<file path="src/rtl/io_capture_fifo.sv">
`default_nettype none
// ============================================================================
//  Module   : io_capture_fifo
//  Purpose  : Multi-channel capture of CPU I/O write strobes into per-channel
//             pending slots, fixed-priority arbitration into a shared FIFO,
//             valid/ready drain, sticky overflow flag and saturating drop count.
//  Revision : 1.0  initial release
// ============================================================================
module io_capture_fifo #(
  parameter int DATA_W     = 64,
  parameter int CHANNELS   = 2,
  parameter int DEPTH      = 8,
  parameter int LEVEL_MODE = 0,
  localparam int C_CHAN_W  = (CHANNELS > 1) ? $clog2(CHANNELS) : 1,
  localparam int C_CNT_W   = $clog2(DEPTH) + 1
) (
  input  logic                         clk,
  input  logic                         rst,
  input  logic [CHANNELS-1:0]          io_write,
  input  logic [CHANNELS*DATA_W-1:0]   io_data,
  output logic                         out_valid,
  input  logic                         out_ready,
  output logic [DATA_W-1:0]            out_data,
  output logic [C_CHAN_W-1:0]          out_chan,
  output logic [C_CNT_W-1:0]           count,
  output logic                         overflow,
  output logic [15:0]                  drop_cnt,
  input  logic                         clr_stat
);

  localparam int C_ADDR_W = $clog2(DEPTH);

  logic [CHANNELS-1:0] r_prev_write;
  logic [CHANNELS-1:0] r_pend_v;
  logic [DATA_W-1:0]   r_pend_d [CHANNELS];
  logic [CHANNELS-1:0] w_event;
  logic [CHANNELS-1:0] w_pend_clr;
  logic [CHANNELS-1:0] w_drop;

  logic [DATA_W-1:0]   r_mem_d [DEPTH];
  logic [C_CHAN_W-1:0] r_mem_c [DEPTH];
  logic [C_ADDR_W-1:0] r_wr_ptr;
  logic [C_ADDR_W-1:0] r_rd_ptr;
  logic [C_CNT_W-1:0]  r_count;
  logic                r_overflow;
  logic [15:0]         r_drop_cnt;

  logic [C_CHAN_W-1:0] w_grant;
  logic                w_any_pend;
  logic                w_full;
  logic                w_deq;
  logic                w_enq;
  logic [3:0]          w_drop_num;
  logic [16:0]         w_drop_sum;
  logic [15:0]         w_drop_sat;

  // Event source: edge detect against last cycle's strobe, or raw level.
  if (LEVEL_MODE != 0) begin : g_level
    assign w_event = io_write;
  end else begin : g_edge
    assign w_event = io_write & ~r_prev_write;
  end

  assign w_full    = (r_count == C_CNT_W'(DEPTH));
  assign out_valid = (r_count != '0);
  assign w_deq     = out_valid & out_ready;
  // A full FIFO can still accept when its head leaves in the same cycle.
  assign w_enq     = w_any_pend & (~w_full | w_deq);

  // Fixed priority: scan downwards so the lowest pending index wins.
  always_comb begin
    w_grant    = '0;
    w_any_pend = 1'b0;
    for (int c = CHANNELS - 1; c >= 0; c--) begin
      if (r_pend_v[c]) begin
        w_grant    = C_CHAN_W'(c);
        w_any_pend = 1'b1;
      end
    end
  end

  // Per-channel strobe history and pending slot.
  for (genvar c = 0; c < CHANNELS; c++) begin : g_chan
    assign w_pend_clr[c] = w_enq & (w_grant == C_CHAN_W'(c));
    // A capture is lost only when the slot is occupied and not leaving now.
    assign w_drop[c]     = w_event[c] & r_pend_v[c] & ~w_pend_clr[c];

    // Track strobe and hold the captured word until it reaches the FIFO.
    always_ff @(posedge clk or negedge rst) begin
      if (!rst) begin
        r_prev_write[c] <= 1'b0;
        r_pend_v[c]     <= 1'b0;
        r_pend_d[c]     <= '0;
      end else begin
        r_prev_write[c] <= io_write[c];
        if (w_event[c] && !w_drop[c]) begin
          r_pend_v[c] <= 1'b1;
          r_pend_d[c] <= io_data[c*DATA_W +: DATA_W];
        end else if (w_pend_clr[c]) begin
          r_pend_v[c] <= 1'b0;
        end
      end
    end
  end

  // Number of captures lost this cycle, and the saturated running total.
  always_comb begin
    w_drop_num = '0;
    for (int c = 0; c < CHANNELS; c++) begin
      w_drop_num = w_drop_num + 4'(w_drop[c]);
    end
    w_drop_sum = {1'b0, r_drop_cnt} + 17'(w_drop_num);
    w_drop_sat = w_drop_sum[16] ? 16'hFFFF : w_drop_sum[15:0];
  end

  // FIFO storage; contents are don't-care until the count covers them.
  always_ff @(posedge clk) begin
    if (w_enq) begin
      r_mem_d[r_wr_ptr] <= r_pend_d[w_grant];
      r_mem_c[r_wr_ptr] <= w_grant;
    end
  end

  // FIFO pointers and occupancy; pointers wrap naturally at DEPTH.
  always_ff @(posedge clk or negedge rst) begin
    if (!rst) begin
      r_wr_ptr <= '0;
      r_rd_ptr <= '0;
      r_count  <= '0;
    end else begin
      if (w_enq) r_wr_ptr <= r_wr_ptr + 1'b1;
      if (w_deq) r_rd_ptr <= r_rd_ptr + 1'b1;
      if (w_enq && !w_deq)      r_count <= r_count + 1'b1;
      else if (!w_enq && w_deq) r_count <= r_count - 1'b1;
    end
  end

  // Loss statistics; a clear still records drops occurring in the same cycle.
  always_ff @(posedge clk or negedge rst) begin
    if (!rst) begin
      r_overflow <= 1'b0;
      r_drop_cnt <= '0;
    end else if (clr_stat) begin
      r_overflow <= (w_drop_num != '0);
      r_drop_cnt <= 16'(w_drop_num);
    end else begin
      r_overflow <= r_overflow | (w_drop_num != '0);
      r_drop_cnt <= w_drop_sat;
    end
  end

  assign out_data = out_valid ? r_mem_d[r_rd_ptr] : '0;
  assign out_chan = out_valid ? r_mem_c[r_rd_ptr] : '0;
  assign count    = r_count;
  assign overflow = r_overflow;
  assign drop_cnt = r_drop_cnt;

endmodule
`default_nettype wire
</file>
<file path="config.mk">
export PLATFORM = sky130hd
export DESIGN_NAME = io_capture_fifo
export DESIGN_NICKNAME = d
export VERILOG_FILES = /design/src/rtl/io_capture_fifo.sv
export SDC_FILE = /design/constraint.sdc
export NUM_CORES = 1
export LEC_CHECK = 0
export CORE_MARGIN = 2
export CORE_UTILIZATION = 50
export CTS_CLUSTER_SIZE = 25
export DETAILED_ROUTE_END_ITERATION = 10
export GPL_TIMING_DRIVEN = 0
export HOLD_SLACK_MARGIN = 0.15
export MAX_ROUTING_LAYER = met4
export PLACE_DENSITY_LB_ADDON = 0.3
export SLEW_MARGIN = 0
export SYNTH_ARGS = -nofsm -noshare
export SYNTH_HDL_FRONTEND = slang
export SYNTH_SLANG_ARGS = --single-unit
</file>
<file path="constraint.sdc">
create_clock -name clk -period 8.55 [get_ports clk]
set_input_delay 2.1375 -clock clk [delete_from_list [all_inputs] [get_ports clk]]
set_output_delay 2.1375 -clock clk [all_outputs]
set_load 0.05 [all_outputs]
</file>
# Yosys cells after proc, flatten, opt, wreduce, memory -nomap -nowiden
# Memories as Yosys holds them, arrays and structs flattened.
# Cells that the tools add are included.
op_classes:
  n_addsub: 6
  magnitude_cmp: 1
  n_eq_ne: 1
  muxes: 19
  n_bitwise: 17
  reduce_logical: 13
op_table:
  columns: ["op", "n"]
  rows:
  - ["two-way mux 64 bit", 4]
  - ["two-way mux 16 bit", 2]
  - ["adder 16 x 2 -> 17 bit", 1]
  - ["two-way mux 1 bit", 11]
  - ["bitwise AND 1 bit", 8]
  - ["two-way mux 4 bit", 2]
  - ["nonzero test 4 bit", 2]
  - ["adder 3 x 1 -> 3 bit, second input constant", 2]
  - ["nonzero test 2 bit", 3]
  - ["adder 4 x 1 -> 4 bit, second input constant", 1]
  - ["== test 4 bit, second input constant", 1]
  - ["logical AND 1 bit", 4]
  - ["zero test 1 bit", 4]
  - ["inverter 1 bit", 4]
  - ["subtractor 4 x 1 -> 4 bit, second input constant", 1]
  - ["adder 1 x 1 -> 2 bit", 1]
  - ["bitwise AND 2 bit", 1]
  - ["greater-or-equal comparator 2 bit, second input constant", 1]
  - ["inverter 1 -> 2 bit", 1]
  - ["inverter 2 bit", 1]
  - ["bitwise OR 1 bit", 2]
word_totals:
  register_bits: 159
  ramBits: 520
  input_bits: 134
  out_inout_bits: 87
  elab_cells: 70
  mem_count: 2
memory_table:
  columns: ["name", "depth", "word_bits", "rd", "rd_clocked_by_memory_dff", "wr", "line", "text"]
  rows:
  - ["r_mem_d", 8, 64, 1, 0, 1, "40", "logic [DATA_W-1:0] r_mem_d [DEPTH];"]
  - ["r_mem_c", 8, 1, 1, 0, 1, "41", "logic [C_CHAN_W-1:0] r_mem_c [DEPTH];"]

# Longest topological paths before layout
depth:
  word_depth: 11
  mapped_depth: 12

# Worst setup path after synthesis
# Ideal clock, no wire load.
synth_path:
  path_kind: "input -> register"
  from: "in out_ready"
  to: "mem r_mem_c[2] (netlist name), enable pin"
  setup_time_ns: 0.671
  arrival_ns: 9.344
  slack_ns: -1.465
  path_stages: 4
  path_buffers: 0
  cell_sequence: "nor2b_4 -> and2_4 -> or2_1 -> nor4b_1"
synth_via:
  elab_chain_cells: 5
synth_rtl:
  columns: ["item", "line", "text"]
  rows:
  - ["from (decl)", "22", "input logic out_ready,"]
  - ["bitwise AND 1 bit", "66", "assign w_deq = out_valid & out_ready;"]
  - ["bitwise OR 1 bit", "68", "assign w_enq = w_any_pend & (~w_full | w_deq);"]
  - ["bitwise AND 1 bit", "68", null]
  - ["two-way mux 1 bit", "118", "if (w_enq) begin"]
  - ["two-way mux 1 bit (implied by the code)", "120", "r_mem_c[r_wr_ptr] <= w_grant;"]
  - ["to (decl)", "41", null]
# Every way passes these cells.

# Worst setup path in the final report
layout_path:
  from: "reg r_count[0], in the netlist count[0]"
  to: "out out_data[49]"
layout_via:
  elab_chain_cells: 2
layout_rtl:
  columns: ["item", "line", "text"]
  rows:
  - ["from (decl)", "44", "logic [C_CNT_W-1:0] r_count;"]
  - ["from (signal assigned)", "133", "if (w_enq && !w_deq) r_count <= r_count + 1'b1;"]
  - ["from (signal assigned)", "134", "else if (!w_enq && w_deq) r_count <= r_count - 1'b1;"]
  - ["nonzero test 4 bit", "65", "assign out_valid = (r_count != '0);"]
  - ["two-way mux 64 bit", "152", "assign out_data = out_valid ? r_mem_d[r_rd_ptr] : '0;"]
  - ["to (decl)", "23", "output logic [DATA_W-1:0] out_data,"]
# Every way passes these cells.

==> results.py <==
metrics = {
    "yosys": {
        "yosysMostFrequentCell": "sky130_fd_sc_hd__edfxtp_1",
        "synthesis.nets": 1485,
        "netlist-cell-type-count": 48,
        "netlist_area_pre_place_um2": 27210,
        "ys.flop_type": "sky130_fd_sc_hd__edfxtp_1",
        "synth_commonest_cells": "sky130_fd_sc_hd__edfxtp_1, sky130_fd_sc_hd__dfrtp_1, sky130_fd_sc_hd__mux2_2",
        "synth_async_sr_flop_share_pct": 23.42,
        "synth_warnings": 0,
        "synth.top_cell.area_share_pct": 57.38,
        "ys_ff_latch": 679,
        "synth.area.top_cells": "sky130_fd_sc_hd__edfxtp_1, sky130_fd_sc_hd__dfrtp_1, sky130_fd_sc_hd__mux4_2",
        "synth_cells": 1340,
        "postSynthAreaPerCell_um2": 20.31,
        "yosysTopAreaCell": "sky130_fd_sc_hd__edfxtp_1",
        "synth_edf_count": 520,
        "yosysSeqAreaShare_pct": 72.00,
    },
    "floorplanning": {
        "placeableCoreArea_um2": 53810,
        "io_pins": 221,
        "die_area_um2": 56310,
        "initial_utilization_pct": 50.57,
        "chipHeight_um": 237.3,
        "chipWidth_um": 237.3,
        "num_rows": 85,
    },
    "critical_path": {
        "critical-path-slowest-cell": "sky130_fd_sc_hd__clkdlybuf4s50_1",
        "r2r-end": "drop_cnt[8]",
        "cp-end-kind": "primary output",
        "worstRegToRegCells": 12,
        "reg2reg_from": "count[0]",
        "cp_cell_sequence": "nor4_1 > clkbuf_1 > buf_2 > nor2_1 > clkdlybuf4s50_1",
        "reg2reg_setup_slack_ns": 4.77,
        "endpoint_required_time_on_the_critical_path_ns": 6.41,
        "beginning_of_the_critical_path": "count[0]",
        "timing.critical_path.from_type": "flip-flop",
        "worstSetupEndpoint": "out_data[49]",
        "worst-path-max-fanout": 11,
        "critPathKind": "reg2out",
        "worst_path_largest_cell_delay_ns": 0.73,
        "cp.arrival_ns": 3.85,
    },
    "layout": {
        "layout.nets": 1833,
        "fillCellCount": 3804,
        "syn2layout_area_growth_pct": 22.63,
        "final_cell_area_um2": 33370,
        "layout_cells_sized_above_1_pct": 31.73,
    },
    "sta": {
        "finalClockSkew_ns": 0.01761,
        "setup_ws_ns": 2.562,
        "final_min_period_over_clock_period_pct": 70.03,
        "setup_viol": 0,
        "slew_violations": 0,
        "clock.fmax_ghz": 0.1670,
        "worst_pin_slew_ns": 1.067,
        "setup_repair_after_global_routing_missed_its_margin": "no",
        "finalHoldViolCount": 0,
        "max_slew_margin_pct": 28.74,
        "final_period_minus_worst_setup_slack_ns": 5.988,
    },
    "global_route": {
        "antenna_found_initial": 1,
        "overflow_after_grt": 0,
        "grt_util_all_layers_pct": 22.02,
        "grt_pass1_vias": 14660,
        "grt_start_max_net_pins": 88,
        "grt_pass1_wl_mm": 88.87,
    },
    "drt": {
        "routed_wire_length_per_instance_um": 23.95,
        "drtIter0Drc": 1088,
        "avgViaCountPerCell": 5.584,
        "dr_total_vias": 13630,
        "wirelength_mm": 58.45,
        "drc": 0,
        "drtPass1Iterations": 5,
        "postRouteAntennaNets": 0,
    },
    "flow_run": {
        "maxCapViolations": 0,
    },
    "power_and_ir_drop": {
        "power.static_leakage_nw": 11.93,
        "vdd.ir_drop.worst_v": 0.0002225,
        "power_density_nw_per_um2": 361.5,
    },
    "cts": {
        "clock-root-buffer": "sky130_fd_sc_hd__clkbuf_16",
        "clock_sinks": 679,
        "cts-resized-gates": 0,
        "cts.path.max_buffers": 3,
        "cts_tree": "built",
        "cts_setup_buffers": 0,
        "htree_levels": 3,
        "hold_buffers": 0,
        "tritoncts.num_buffers": 69,
        "clk_pin_slew_worst_paths_ns": 0.06,
        "clk-insertion-delay-late_ns": 0.60,
    },
    "placement": {
        "place_hpwl_mm": 39.48,
        "detailedPlace.worstSlack_ns": 2.987,
        "place.gp.congestion": 0.8007,
        "buffer_ports.inserted": 220,
        "postPlaceCellArea_um2": 31110,
    },
    "hold_path": {
        "worstHoldStart": "r_pend_d[53]",
        "min_path_type": "reg2reg",
    },
    "run_status": {
        "outcome": "completed",
    },
}
critical path: cells and delay by family, from the launching register on:
| kind | cells | cell delay [ns] |
|---|---|---|
| buffers and inverters | 3 | 1.88 |
| DFF | 1 | 0.47 |
| and+or+nand+nor | 2 | 0.89 |
placed cells by master (no fill, tap or decap), types with 3 or more instances in the layout:
cell type	netlist	routed
sky130_fd_sc_hd__clkdlybuf4s50_1	0	219
sky130_fd_sc_hd__nand2_1	14	14
sky130_fd_sc_hd__xnor2_1	11	11
sky130_fd_sc_hd__dfrtp_1	159	159
sky130_fd_sc_hd__a21oi_1	14	14
sky130_fd_sc_hd__mux4_2	130	130
sky130_fd_sc_hd__xor2_1	5	5
sky130_fd_sc_hd__clkinvlp_4	0	4
sky130_fd_sc_hd__nor3_2	1	3
sky130_fd_sc_hd__ha_1	9	9
sky130_fd_sc_hd__o21ai_0	5	5
sky130_fd_sc_hd__buf_16	0	3
sky130_fd_sc_hd__clkbuf_8	0	7
sky130_fd_sc_hd__mux2i_1	66	66
sky130_fd_sc_hd__nand2b_1	3	3
sky130_fd_sc_hd__nand3_1	8	8
sky130_fd_sc_hd__clkbuf_1	13	29
sky130_fd_sc_hd__nor3_1	8	6
sky130_fd_sc_hd__buf_4	7	9
sky130_fd_sc_hd__mux2_4	60	60
sky130_fd_sc_hd__clkinv_1	0	8
sky130_fd_sc_hd__buf_8	6	21
sky130_fd_sc_hd__inv_1	10	10
sky130_fd_sc_hd__buf_6	10	47
sky130_fd_sc_hd__buf_2	31	31
sky130_fd_sc_hd__clkbuf_16	0	72
sky130_fd_sc_hd__edfxtp_1	520	520
sky130_fd_sc_hd__inv_6	0	5
sky130_fd_sc_hd__nor2_1	74	73
sky130_fd_sc_hd__clkinv_2	0	9
sky130_fd_sc_hd__or3_1	3	3
sky130_fd_sc_hd__and4_1	3	3
sky130_fd_sc_hd__mux2_2	134	134
sky130_fd_sc_hd__bufinv_16	0	5
sky130_fd_sc_hd__a31oi_1	4	4
routing by layer:
layer | GRT usage (%) | part of all wire, %
met1 | 28.86 | 41
met2 | 34.98 | 50
met3 | 4.854 | 6.6
met4 | 6.537 | 2.6
met5 | - | 0
where the power goes:
| part | total, mW | switching, mW | leakage [nW] | internal (mW) |
|---|---|---|---|---|
| Combinational | 4.65 | 2.81 | 4.20 | 1.84 |
| Sequential | 4.43 | 0.172 | 6.63 | 4.26 |
| Clock | 2.99 | 1.23 | 1.10 | 1.76 |
layout make-up:
class,count,area (um2),area share [%]
diodes,2,5.005,0.01500
plain buffers,69,466.7,1.399
clock buffers,95,1958,5.868
clock inverters,31,299.0,0.8961
inverters,12,45.04,0.1350
multi-input cells,580,7181,21.52
flip-flops and latches,679,19590,58.72
well taps,696,870.8,2.610
repair buffers,277,2952,8.845
worst min-delay path by stage:
stage / slack, ns / endpoint / cells after the start
3_3_place_gp: 0.48 / r_pend_d[14] / 1
5_1_grt: 0.52 / r_pend_d[31] / 1
2_1_floorplan: 0.47 / r_pend_d[127] / 1
6_report: 0.50 / r_pend_d[53] / 1
3_5_place_dp: 0.49 / r_pend_d[19] / 1
4_1_cts: 0.50 / r_pend_d[52] / 1
logic make-up (layout without fill, tap and decap cells):
group	count (synthesis)	after routing	share of synthesized area [%]
flip-flops	679	679	72.00
multiplexers	391	391	22.08
AND/OR/NAND/NOR	130	130	2.221
buffers and inverters	81	484	1.881
AO/OA/AOI/OAI	32	32	0.7403
XOR/XNOR	16	16	0.5149
adder cells (fa/ha/maj)	11	11	0.5609
other	0	2	0
through the flow:
stage | hold slack (ns) | util [%] | power [mW] | std cells | TNS (ns)
global route | 0.5167 | 62.01 | 12.56 | 2440 | 0
floorplan | 0.4750 | - | 7.575 | 1340 | 0
CTS | 0.5037 | 62.00 | 12.20 | 2439 | 0
detailed placement | 0.4899 | 57.81 | 9.202 | 2313 | 0
finish | 0.4985 | 62.01 | 12.06 | 2441 | 0
global placement | 0.4831 | 56.31 | 9.066 | 2256 | -2032.51
sequential cells by signal, indices dropped and copies added (netlist names):
signal,cells
count,4
drop_cnt,16
overflow,1
r_mem_c,8
r_mem_d,512
r_pend_d,128
r_pend_v,2
r_prev_write,2
r_rd_ptr,3
r_wr_ptr,3
Note: power is estimated with default switching activity, not from simulation.
